==> config.mk <==
export PLATFORM = sky130hd
export DESIGN_NAME = div
export DESIGN_NICKNAME = d
export VERILOG_FILES = /design/src/rtl/div.sv
export SDC_FILE = /design/constraint.sdc
export NUM_CORES = 1
export LEC_CHECK = 0
export ABC_AREA = 1
export ABC_CLOCK_PERIOD_IN_PS = 13500
export BUFFER_PORTS_ARGS = -buffer_cell sky130_fd_sc_hd__buf_2
export CAP_MARGIN = 20
export CORE_AREA = 4 4 134 168
export DETAILED_ROUTE_END_ITERATION = 8
export DIE_AREA = 0 0 138 172
export PLACE_DENSITY = 0.8
export SKIP_LAST_GASP = 1
export SYNTH_ARGS = -nofsm -noshare
export SYNTH_HDL_FRONTEND = slang
export SYNTH_SLANG_ARGS = --single-unit
==> constraint.sdc <==
create_clock -name clk -period 13.5 [get_ports clk]
set_input_delay 2.7 -clock clk [delete_from_list [all_inputs] [get_ports clk]]
set_output_delay 2.7 -clock clk [all_outputs]
set_load 0.1 [all_outputs]
==> src/rtl/div.sv <==
// 32-bit restoring divider, signed/unsigned, 33-cycle latency.
// Optional divide-by-zero shortcut: define DIV_ZERO_DETECT_EN.
module div (
  input  logic        clk,
  input  logic        rst,
  input  logic        signed_div_i,
  input  logic [31:0] opdata1_i,
  input  logic [31:0] opdata2_i,
  input  logic        start_i,
  input  logic        annul_i,
  output logic [63:0] result_o,
  output logic        ready_o
);

`ifdef DIV_ZERO_DETECT_EN
  typedef enum logic [1:0] {
    S_FREE   = 2'd0,
    S_BYZERO = 2'd1,
    S_ON     = 2'd2,
    S_END    = 2'd3
  } state_t;
`else
  typedef enum logic [1:0] {
    S_FREE = 2'd0,
    S_ON   = 2'd2,
    S_END  = 2'd3
  } state_t;
`endif

  state_t      state_q, state_d;
  logic [5:0]  cnt_q, cnt_d;
  logic [31:0] rem_q, rem_d;
  logic [31:0] quo_q, quo_d;
  logic [31:0] dvs_q, dvs_d;
  logic        negq_q, negq_d;
  logic        negr_q, negr_d;
  logic [63:0] result_q, result_d;

  logic        sgn1;
  logic        sgn2;
  logic [32:0] partial;
  logic [32:0] diff;

  // State and datapath registers, cleared asynchronously by rst
  always_ff @(posedge clk or posedge rst) begin
    if (rst) begin
      state_q  <= S_FREE;
      cnt_q    <= '0;
      rem_q    <= '0;
      quo_q    <= '0;
      dvs_q    <= '0;
      negq_q   <= 1'b0;
      negr_q   <= 1'b0;
      result_q <= '0;
    end else begin
      state_q  <= state_d;
      cnt_q    <= cnt_d;
      rem_q    <= rem_d;
      quo_q    <= quo_d;
      dvs_q    <= dvs_d;
      negq_q   <= negq_d;
      negr_q   <= negr_d;
      result_q <= result_d;
    end
  end

  // Next-state logic: operand capture, one restoring step per cycle, sign fix-up
  always_comb begin
    state_d  = state_q;
    cnt_d    = cnt_q;
    rem_d    = rem_q;
    quo_d    = quo_q;
    dvs_d    = dvs_q;
    negq_d   = negq_q;
    negr_d   = negr_q;
    result_d = result_q;

    sgn1    = signed_div_i & opdata1_i[31];
    sgn2    = signed_div_i & opdata2_i[31];
    // Partial remainder stays below the divisor, so 33 bits never overflow
    partial = {rem_q, quo_q[31]};
    diff    = partial - {1'b0, dvs_q};

    case (state_q)
      S_FREE: begin
        result_d = '0;
        if (start_i && !annul_i) begin
          cnt_d  = '0;
          rem_d  = '0;
          quo_d  = sgn1 ? (~opdata1_i + 32'd1) : opdata1_i;
          dvs_d  = sgn2 ? (~opdata2_i + 32'd1) : opdata2_i;
          negq_d = sgn1 ^ sgn2;
          negr_d = sgn1;
`ifdef DIV_ZERO_DETECT_EN
          if (opdata2_i == 32'd0) begin
            state_d = S_BYZERO;
          end else begin
            state_d = S_ON;
          end
`else
          state_d = S_ON;
`endif
        end
      end
`ifdef DIV_ZERO_DETECT_EN
      S_BYZERO: begin
        result_d = '0;
        if (annul_i) begin
          state_d = S_FREE;
        end else begin
          state_d = S_END;
        end
      end
`endif
      S_ON: begin
        if (annul_i) begin
          state_d  = S_FREE;
          cnt_d    = '0;
          result_d = '0;
        end else if (cnt_q == 6'd32) begin
          result_d[31:0]  = negq_q ? (~quo_q + 32'd1) : quo_q;
          result_d[63:32] = negr_q ? (~rem_q + 32'd1) : rem_q;
          state_d         = S_END;
        end else begin
          cnt_d = cnt_q + 6'd1;
          if (!diff[32]) begin
            rem_d = diff[31:0];
            quo_d = {quo_q[30:0], 1'b1};
          end else begin
            rem_d = partial[31:0];
            quo_d = {quo_q[30:0], 1'b0};
          end
        end
      end
      S_END: begin
        if (!start_i) begin
          state_d  = S_FREE;
          result_d = '0;
        end
      end
      default: begin
        state_d  = S_FREE;
        result_d = '0;
      end
    endcase
  end

  assign result_o = result_q;
  assign ready_o  = (state_q == S_END);

endmodule

==> results.json <==
{
  "synth.distinct_cells": 43,
  "clkSinkCount": 170,
  "synth_area_um2": 12910,
  "antenna_found_initial": 0,
  "top_level_ports": 134,
  "p_total_mw": 3.646,
  "routed_wl_um": 38940,
  "grt_pass1_vias": 12920,
  "worst_pin_slew_ps": 993.9,
  "fin_crit_sh_pct": 40.12,
  "num_vias": 13400,
  "viasPerCell": 5.538,
  "cts_hold_repair.buffers": 0,
  "grt_pass1_wl_um": 62930,
  "crit_path_top_delay_cell": "buf_4",
  "crit_required_ps": 13790,
  "status": "complete, no violations",
  "relSlewSlack_pct": 33.74,
  "synth_ff_type": "dfrtp_1",
  "n_antenna_cell": 0,
  "yosys_warnings": 0,
  "irDropWorstVdd_mv": 0.1704,
  "grt_usage_pct": 32.78,
  "die_x_um": 138,
  "skew_ps": 20.58,
  "cpPeakStageDelay_ps": 640,
  "power_density_nw_per_um2": 254.7,
  "crit_family": "buffers and inverters",
  "cpMostUsedCell": "inv_1",
  "fillers": 1933,
  "crit_chain": "buf_2, inv_1, nand3_1, buf_4, inv_1, nor2_4, buf_4, inv_1, o211ai_1, o21ai_0",
  "yosys_register_bits": 170,
  "hold_class": "reg2reg",
  "post_cts_buffers": 0,
  "avgSynthCellArea_um2": 6.350,
  "nets": 2240,
  "crit_type": "in2reg",
  "numCtsBuffers": 17,
  "cp.arrival_ps": 5710,
  "antenna_left": 0,
  "drv_slew": 0,
  "drt-initial-drc-count": 1020,
  "core_um2": 20820,
  "grt.overflow.total": 0,
  "path_max_fanout": 76,
  "start_kind": "primary input",
  "clock_path_buffers": 2,
  "synth_area_leaders": "dfrtp_1 33%, nand2_1 20%, inv_1 8.1%, nand3_1 6.6%, o21ai_0 5.6%",
  "p_leak_nw": 7.801,
  "syn-num-nets": 2141,
  "drc_errors": 0,
  "async_flop_share_pct": 100.0,
  "yosys.area.top_type": "dfrtp_1",
  "h-tree-depth": 4,
  "start_util_pct": 62.01,
  "std_cell_rows": 59,
  "rsz0062_at_grt": "no",
  "root_buffer": "clkbuf_16",
  "worst_setup_path_end_kind": "flip-flop",
  "drive_above_1_share_pct": 10.07,
  "layout_commonest_cell": "nand2_1",
  "io_buffers": 133,
  "gp_congestion": 0.9769,
  "synth_edf_count": 0,
  "die_y_um": 172,
  "first_pass_iters": 6,
  "wl_per_cell_um": 16.10,
  "post-route-min-period_ps": 5416,
  "yosysSeqAreaShare_pct": 32.96,
  "layout_common_cells": "678 x nand2_1, 279 x inv_1, 171 x nand3_1, 170 x dfrtp_1, 168 x nor2_1",
  "synth_cells": 2033,
  "cts_tree": "built",
  "path_clk_slew_ps": 80,
  "setup-violations-final": 0,
  "setup_tns_ps": 0,
  "max_freq_ghz": 0.1846,
  "syn2layout_area_growth_pct": 10.91,
  "hpwl_um": 30060,
  "yosys.area.top_type_share_pct": 32.96,
  "crit_buf_inv": 6,
  "maxCapViolCount": 0,
  "grt_max_degree": 103,
  "die_area_um2": 23740,
  "hold_violations": 0,
  "insertion_delay_ps": 450,
  "cts_resized": 0
}
==> where the power goes <==
group          internal, mW  switching (mW)
clock                 0.270           0.242
combinational         0.601            1.65
sequential            0.694           0.185
==> flip-flops by register name, summed over array words and instances (netlist names) <==
register / count
rem_q: 32
cnt_q: 6
negr_q: 1
quo_q: 32
state_q: 2
negq_q: 1
dvs_q: 32
result_o: 64
==> cells by family (layout without fill, tap and decap cells) <==
family	count (synthesis)	in the layout	share of synthesized area, %
compound gates	300	300	12.49
xor+xnor	51	51	3.460
fa+ha+maj	39	39	3.838
buf+inv	353	465	10.82
flops	170	170	32.96
simple gates	1120	1120	36.43
==> layer usage <==
| layer | global-route usage [%] | vias to the layer above | wire (um) |
|---|---|---|---|
| li1 | - | 6664 | - |
| met1 | 36.97 | 6095 | 14990 |
| met2 | 59.47 | 494 | 19390 |
| met3 | 4.094 | 144 | 2081 |
| met4 | 20.20 | 0 | 2485 |
| met5 | 0 | - | 0 |
==> cell usage after synthesis (2+ instances only) <==
cell type  instances
nor2_4             2
nand2_4            2
nand3b_1          16
buf_2             18
buf_6              6
o211ai_1           8
nor2_1           169
a31oi_1            4
inv_1            280
clkbuf_1          33
nand4_1           24
nand2_1          679
nor3_1            26
a21oi_1           96
o21bai_1           3
nor2_2             9
o22ai_1            3
and2_1             2
o21ai_0          145
nand2_2           10
a22o_1             7
xnor2_1           14
a22oi_1            6
or2_2              2
xor2_1            37
a32o_1             2
dfrtp_1          170
and3_1             2
nand3_1          171
o21ai_1           17
clkinv_1           3
buf_1              3
ha_1              38
nor3_2             3
inv_2              9
o31ai_1            7
==> worst paths after layout <==
kind | startpoint | to | slack [ps] | depth (start not counted)
setup / recovery | annul_i | quo_q[1]$_DFFE_PP0P_ | 8080 | 10
hold / removal | result_o[15]$_DFFE_PP0P_ | result_o[15]$_DFFE_PP0P_ | 480 | 2
setup reg to reg | state_q[1]$_DFFE_PP0P_ | quo_q[1]$_DFFE_PP0P_ | 10150 | 9
hold reg to reg | result_o[15]$_DFFE_PP0P_ | result_o[15]$_DFFE_PP0P_ | 480 | 2
max in group asynchronous | rst | dvs_q[19]$_DFFE_PP0P_ | 9670 | 3
min in group asynchronous | rst | cnt_q[5]$_DFFE_PP0P_ | 2430 | 2
==> layout make-up <==
cell class                 count  area [um2]  area share, %
clock buffer                  17       425.4          2.971
clock inverter                15       200.2          1.398
inverter                     292        1101          7.690
multi-input combinational   1510        7268          50.76
sequential                   170        4254          29.71
tap                          274       342.8          2.394
timing repair buffer         141       725.7          5.069
==> metrics by stage <==
step                setup slack [ps]  hold WS, ps  util, %  cells  instance area [um2]
floorplan                       6197        448.9        -   2033                12910
global placement                7795        460.7    65.77   2387                13690
detailed placement              7739        464.3    65.77   2387                13690
CTS                             8131        484.5    68.78   2419                14320
global route                    7823        508.2    68.78   2419                14320
finish                          8084        482.5    68.78   2419                14320
==> worst register-to-register path: cells and delay by family, from the launching register on <==
kind / cells / cell delay (ps)
buffers and inverters: 4 / 2050
AO/OA/AOI/OAI: 2 / 370
AND/OR/NAND/NOR: 3 / 390
flip-flops: 1 / 400
(Power assumes the default switching activity.)
